==> config.mk <==
export PLATFORM = sky130hd
export DESIGN_NAME = digit_result_filter
export DESIGN_NICKNAME = d
export VERILOG_FILES = /design/src/rtl/digit_result_filter.sv
export SDC_FILE = /design/constraint.sdc
export NUM_CORES = 1
export LEC_CHECK = 0
export BUFFER_PORTS_ARGS = -buffer_cell sky130_fd_sc_hd__buf_2
export CAP_MARGIN = 20
export CELL_PAD_IN_SITES_DETAIL_PLACEMENT = 0
export CELL_PAD_IN_SITES_GLOBAL_PLACEMENT = 1
export CORE_MARGIN = 10
export CORE_UTILIZATION = 45
export CTS_BUF_LIST = sky130_fd_sc_hd__clkbuf_4 sky130_fd_sc_hd__clkbuf_8 sky130_fd_sc_hd__clkbuf_16
export DETAILED_ROUTE_END_ITERATION = 6
export HOLD_SLACK_MARGIN = 0.15
export PLACE_DENSITY_LB_ADDON = 0.1
export RECOVER_POWER = 50
export SETUP_SLACK_MARGIN = 0.15
export SYNTH_ARGS = -nofsm -noshare
export SYNTH_HDL_FRONTEND = slang
export SYNTH_SLANG_ARGS = --single-unit
==> constraint.sdc <==
create_clock -name clk -period 4.7 [get_ports clk]
set_input_delay 0.705 -clock clk [delete_from_list [all_inputs] [get_ports clk]]
set_output_delay 0.705 -clock clk [all_outputs]
set_load 0.005 [all_outputs]
==> src/rtl/digit_result_filter.sv <==
// Debounces per-frame 3-digit recognition results: locks after STABLE_FRAMES identical valid frames, drops after MISS_FRAMES invalid ones.
// Optional seven-segment scan driver enabled by defining DIGIT_SEG_SCAN_EN.
module digit_result_filter #(
    parameter int STABLE_FRAMES = 4,
    parameter int MISS_FRAMES   = 8,
    parameter int SCAN_DIV      = 50000
) (
    input  logic       clk,
    input  logic       rst_n,
    input  logic       per_frame_vsync,
    input  logic [7:0] disp_data1,
    input  logic [7:0] disp_data2,
    input  logic [7:0] disp_data3,
    output logic       frame_end,
    output logic [3:0] result_d1,
    output logic [3:0] result_d2,
    output logic [3:0] result_d3,
    output logic       locked,
    output logic       result_valid,
    output logic [2:0] seg_sel,
    output logic [7:0] seg_data
);

    localparam logic [3:0]  LP_STABLE = 4'(STABLE_FRAMES);
    localparam logic [3:0]  LP_MISS   = 4'(MISS_FRAMES);
    localparam logic [11:0] LP_BLANK  = 12'hFFF;

    logic        r_vs_d;
    logic        r_frame_end;
    logic        r_result_valid;
    logic        r_locked;
    logic [11:0] r_cand;
    logic [11:0] r_result;
    logic [3:0]  r_match;
    logic [3:0]  r_miss;

    logic        w_fall;
    logic        w_frame_ok;
    logic [11:0] w_code;
    logic [11:0] w_cand_next;
    logic [3:0]  w_match_next;
    logic [3:0]  w_miss_next;
    logic        w_do_lock;
    logic        w_do_unlock;

    // Frame classification and next counter values, all evaluated on the vsync fall cycle.
    always_comb begin
        // NOTE: every signal written here gets a default first so no latch is inferred.
        w_cand_next  = r_cand;
        w_match_next = r_match;
        w_miss_next  = r_miss;

        w_fall     = r_vs_d & ~per_frame_vsync;
        w_frame_ok = (disp_data1 < 8'd10) && (disp_data2 < 8'd10) && (disp_data3 < 8'd10);
        w_code     = {disp_data1[3:0], disp_data2[3:0], disp_data3[3:0]};

        if (w_frame_ok) begin
            w_miss_next = 4'd0;
            if (w_code == r_cand) begin
                w_match_next = (r_match >= LP_STABLE) ? LP_STABLE : r_match + 4'd1;
            end else begin
                w_cand_next  = w_code;
                w_match_next = 4'd1;
            end
        end else begin
            w_match_next = 4'd0;
            w_miss_next  = (r_miss >= LP_MISS) ? LP_MISS : r_miss + 4'd1;
        end

        w_do_lock   = w_frame_ok && (w_match_next == LP_STABLE) &&
                      (!r_locked || (r_result != w_cand_next));
        w_do_unlock = !w_frame_ok && (w_miss_next == LP_MISS);
    end

    // NOTE: sequential state uses non-blocking assignments so all registers update from pre-edge values.
    always_ff @(posedge clk or negedge rst_n) begin
        if (!rst_n) begin
            r_vs_d         <= 1'b0;
            r_frame_end    <= 1'b0;
            r_result_valid <= 1'b0;
            r_locked       <= 1'b0;
            r_cand         <= LP_BLANK;
            r_result       <= LP_BLANK;
            r_match        <= 4'd0;
            r_miss         <= 4'd0;
        end else begin
            r_vs_d         <= per_frame_vsync;
            r_frame_end    <= w_fall;
            r_result_valid <= w_fall && w_do_lock;
            if (w_fall) begin
                r_cand  <= w_cand_next;
                r_match <= w_match_next;
                r_miss  <= w_miss_next;
                if (w_do_lock) begin
                    r_result <= w_cand_next;
                    r_locked <= 1'b1;
                end else if (w_do_unlock) begin
                    r_result <= LP_BLANK;
                    r_locked <= 1'b0;
                end
            end
        end
    end

    assign frame_end    = r_frame_end;
    assign result_valid = r_result_valid;
    assign locked       = r_locked;
    assign result_d1    = r_result[11:8];
    assign result_d2    = r_result[7:4];
    assign result_d3    = r_result[3:0];

`ifdef DIGIT_SEG_SCAN_EN
    localparam logic [15:0] LP_SCAN_LAST = 16'(SCAN_DIV - 1);

    logic [15:0] r_presc;
    logic [1:0]  r_slot;
    logic [2:0]  r_seg_sel;
    logic [7:0]  r_seg_data;
    logic [3:0]  w_slot_digit;
    logic [2:0]  w_slot_sel;

    // Active-low {dp,g,f,e,d,c,b,a}; anything outside 0..9 (including the unlocked 4'hF) shows a dash.
    function automatic logic [7:0] f_seg(input logic [3:0] i_digit);
        case (i_digit)
            4'd0:    f_seg = 8'hC0;
            4'd1:    f_seg = 8'hF9;
            4'd2:    f_seg = 8'hA4;
            4'd3:    f_seg = 8'hB0;
            4'd4:    f_seg = 8'h99;
            4'd5:    f_seg = 8'h92;
            4'd6:    f_seg = 8'h82;
            4'd7:    f_seg = 8'hF8;
            4'd8:    f_seg = 8'h80;
            4'd9:    f_seg = 8'h90;
            default: f_seg = 8'hBF;
        endcase
    endfunction

    always_comb begin
        w_slot_digit = r_result[11:8];
        w_slot_sel   = 3'b110;
        case (r_slot)
            2'd1: begin
                w_slot_digit = r_result[7:4];
                w_slot_sel   = 3'b101;
            end
            2'd2: begin
                w_slot_digit = r_result[3:0];
                w_slot_sel   = 3'b011;
            end
            default: begin
                w_slot_digit = r_result[11:8];
                w_slot_sel   = 3'b110;
            end
        endcase
    end

    always_ff @(posedge clk or negedge rst_n) begin
        if (!rst_n) begin
            r_presc    <= 16'd0;
            r_slot     <= 2'd0;
            r_seg_sel  <= 3'b111;
            r_seg_data <= 8'hFF;
        end else begin
            if (r_presc == LP_SCAN_LAST) begin
                r_presc <= 16'd0;
                r_slot  <= (r_slot == 2'd2) ? 2'd0 : r_slot + 2'd1;
            end else begin
                r_presc <= r_presc + 16'd1;
            end
            r_seg_sel  <= w_slot_sel;
            r_seg_data <= f_seg(w_slot_digit);
        end
    end

    assign seg_sel  = r_seg_sel;
    assign seg_data = r_seg_data;
`else
    logic w_unused_scan;
    assign w_unused_scan = (SCAN_DIV > 0);
    assign seg_sel       = 3'b111;
    assign seg_data      = 8'hFF;
`endif

endmodule

### Word-level counts from Yosys, hierarchy flattened

Index checks and enable logic that the tools add are counted.

* output and inout bits: 26
* logic and storage cells: 43
* bits in registers: 36
* bits of input ports: 27

* reduce and logical (&&, ||, !) cells: 11
* add/sub/neg operators: 2
* bitwise gates (word level): 2
* mux-type cells: 11
* order comparisons: 5
* equality and inequality tests: 4

Operator list (count)
* 2-to-1 mux 12 bit: 4
* less-than comparator 8 x 4 -> 1 bit (second input constant): 3
* 2-to-1 mux 4 bit: 5
* equality test 12 bit: 1
* inequality test 12 bit: 1
* adder 4 x 1 -> 4 bit (second input constant): 2
* logical AND 1 bit: 6
* equality test 4 x 3 -> 1 bit (second input constant): 1
* equality test 4 bit (second input constant): 1
* >= comparator 4 x 3 -> 1 bit (second input constant): 1
* >= comparator 4 bit (second input constant): 1
* logical NOT 1 bit: 2
* 2-to-1 mux 1 bit: 2
* AND reduction 2 bit: 1
* nonzero test 2 bit: 1
* AND 1 bit: 1
* logical OR 1 bit: 1
* NOT 1 bit: 1

### Longest topological paths before layout

* depth after elaboration: 9
* depth in mapped cells: 9
* depth with buffers taken out: 7

### Worst setup path before layout

OpenSTA, ideal clock, no wires.

* path kind: input -> register
* start point: input port disp_data1[7]
* end point: register r_result[0]
* required time: 4.625 ns
* path buffers: 1
* cell stages on the path: 7
* arrival time: 2.328 ns
* setup slack: 2.297 ns
* library setup time: 0.075 ns
* path through: nor4_2 nand4_2 or3_1 a31o_1 a31oi_4 buf_6 mux2i_1

* word-level cells in the longest chain between the ends: 9
* elaborated cells on any way between the ends: 17
* those cells by class: order compare: 1; eq/ne: 3; mux: 4; reduce/logical: 9

Ends and longest elaborated chain
* start: declaration: RTL line 11 `input logic [7:0] disp_data1,`
* less-than comparator 8 x 4 -> 1 bit *: RTL line 54 `w_frame_ok = (disp_data1 < 8'd10) && (disp_data2 < 8'd10) && (disp_data3 < 8'd10);`
* logical AND 1 bit * (2 in series): RTL line 54
* 2-to-1 mux 12 bit / 2-to-1 mux 4 bit (equally long branches): RTL line 57 `if (w_frame_ok) begin`
* inequality test 12 bit / equality test 4 x 3 -> 1 bit (equally long branches): RTL line 71, 70
* logical OR 1 bit / logical AND 1 bit (equally long branches): RTL line 71, 70
* logical AND 1 bit: RTL line 70 `w_do_lock = w_frame_ok && (w_match_next == LP_STABLE) &&`
* nonzero test 2 bit (no line)
* AND reduction 2 bit (no line)
* end signal: assignment: RTL line 95 `r_result <= w_cand_next;`
* end: declaration: RTL line 33 `logic [11:0] r_result;`

Every way passes the cells marked *; elsewhere a longest branch is shown, timed or not.
A chain may end at the register's enable or synchronous reset.

### Worst setup path after layout

* start point: input port disp_data1[7]
* end point: register r_result[3]

The elaborated chain is that of the path after synthesis.

==> metrics.txt <==
Std-Cell Rows 25; met3 Use GR 3.57%; crit start category input port; CTS buffer count 5; Vias 1,572; WP depth 8; Arr. time, crit path 3.11 ns; Synth Register Bits 36; die width approximately 91 um; capturing point of the worst reg2reg path r_result[3]; Slew Limit Fails 37; Setup Fix Bufs, Post-CTS 0; largest area contributor in the synthesized netlist dfstp_2; leak pwr approximately 1.2 nW; Core ar. between 4000 and 5000 sq um; period utilization 61.7%; First DRT Iteration DRCs 69; combinational share of power 24.1%; clock latency on the worst-skew pair a little under 0.3 ns; Fin Setup TNS 0 ns; post-route ant nets 0; Hold WS roughly 0.48 ns; Switching Share 29.8%; CTS Root Cell clkbuf_8; first-pass GRT wire length around 8400 um; hold endpoint r_miss[2]; I/O Pins 53; RR Startpoint r_cand[2]; crit path from disp_data1[7]; Worst Hold Class reg2reg; crit-path leading delay family simple AND/OR/NAND/NOR gates; hold path depth 1; cells after synthesis 209; final hold violations 0; clock group share of total power about 29%; total track usage 12.3%; Psw 0.286 mW; commonest non-fill, non-tap cells in the layout 37 x buf_2, 24 x dfstp_2, 22 x mux2i_1; total wire length approximately 5000 um; DRT Pass-1 Iters 4; Hold Buf Count CTS 0; crit path cell chain buf_2 -> nor4_2 -> nand4_2 -> nor2_1 -> nand2_2 -> mux2i_1 -> a31oi_4 -> mux2i_1; met2 usage 20.6%; Yosys top cell area share 28.1%; RSZ-0062 raised after global routing no; residual DRC count 0; Flop pwr share between 40% and 50%; Final min period 2.90 ns; CP max-delay cell nor2_1; min-delay src r_miss[2]; Worst Path Buf+Inv 1; Ant. Diodes 0; routability cong. a little under 0.8; failing checks capacitance limit, slew limit; crit-path most repeated cell mux2i_1; Cell Pwr Density 374 nW/um^2; fin nets 283; status finished, violations left; final instance area between 2000 and 3000 sq um; Final setup violation count 0; Worst Path Required 4.91 ns; share of cells above drive strength 1 32.3%; clock slew at reported path FFs 0.07 ns; crit-path max FO 12; Max-slew headroom -26.6%; layer with the highest usage met2; CTS tree built; CP endpoint kind register; YS warnings 0; die area 8220 sq um; Post-Syn Area 2250 sq um; Synth Area per Inst 10.7 sq um; Max Clk Rate 345 MHz; VDD IR-drop max about 0.00018 V; number of fill cells in the layout 431; post_cts resized 0; top post-synthesis cells by area dfstp_2 28%, dfrtp_1 13%, mux2i_1 9.8%; Remaining Overflow, GRT 0; antenna violations before repair 0; Power, Total 0.959 mW; Die Span Y 90.6 um; vias in the first global route 1,678; Post-DP Area 2470 sq um; grt met1 use 14.9%; DR WL/cell between 15 and 20 um; max incr delay on CP 0.58 ns; path type of the worst setup path in2reg; Cell variety after synth 40; MaxCap Viol Count 1; R2R cell count 7; Clock Sinks 36; H-tree depth 2; DR vias/cell 4.90; Final Skew 0.00774 ns; Clock Tree Buf Depth 2; dpl hpwl 3880 um; port buffer count 41; worst slew pin tran approximately 1.9 ns; internal power 0.672 mW; most common cell after layout, fill and taps aside buf_2; largest net degree at the start of global routing 37; sequential area share after synthesis about two fifths; Initial Util 46.9%; Reg2Reg Setup Slack ~2.2 ns; Area Overhead vs Synth 14.3%
==> sequential cells by signal, indices dropped and copies added (netlist names) <==
register and flops:
frame_end 1, locked 1, r_cand 12, r_match 4, r_miss 4, r_result 12
r_vs_d 1, result_valid 1
==> Yosys cell counts, drive strengths merged <==
master and n:
dfrtp 12, clkbuf 2, conb 1, a31oi 3, o21ai 8, o41ai 1
or3 1, mux2i 22, a21oi 3, nor3 5, nand3 5, nand2 11
or2 1, xnor2 16, dfstp 24, nand3b 1, nor2 17, and2 1
mux2 13, nor4 8, o22a 1, nand4 6, a21o 1, and3 3
nand2b 3, inv 7, buf 13, ha 3, xor2 16, a31o 1
==> power groups by stage <==
stage | combinational (mW) | clock [mW] | sequential [mW]
CTS | 0.238 | 0.281 | 0.455
floorplan | 0.148 | 0 | 0.451
global placement | 0.235 | 0 | 0.458
finish | 0.231 | 0.274 | 0.454
global route | 0.261 | 0.295 | 0.465
detailed placement | 0.237 | 0 | 0.460
==> cell type report <==
cell class              instances  area [sq um]  area share [%]
clock buffers                   6          76.3            2.97
clock inverters                 2          35.0            1.37
inverters                       7          26.3            1.02
multi-input cells             161          1210            47.0
flip-flops and latches         36           931            36.3
well taps                      67          83.8            3.27
repair buffers                 42           208            8.09
==> kinds of logic after synthesis <==
logic type / count (synthesis) / synth area share (%)
muxes: 35 / 16.3
adders and majority gates: 3 / 1.67
xor gates and xnor gates: 32 / 12.5
buffers and inverters: 22 / 6.18
other: 1 / 0.167
DFF: 36 / 41.4
and+or+nand+nor: 62 / 16.3
AOI/OAI and AO/OA: 18 / 5.46
==> worst max path at each step <==
stage	end	slack, ns
after detailed placement	r_result[9]	1.74
after global routing	r_result[3]	1.60
final	r_result[3]	1.80
after global placement	r_result[9]	1.83
after floorplan	r_result[0]	2.30
after CTS	r_result[1]	2.03
==> routing by layer <==
layer  share of wire, %  wire [um]
met1                 45       2250
met2                 50       2490
met5                  0          0
met4                1.1         53
met3                4.3        215
==> stage by stage <==
stage | util, % | setup WS (ns) | cells
floorplan | - | 2.30 | 219
global placement | 51.6 | 1.83 | 313
detailed placement | 51.6 | 1.74 | 313
CTS | 53.9 | 2.03 | 321
global route | 53.6 | 1.60 | 321
finish | 53.6 | 1.80 | 321
(Power assumes the default switching activity.)
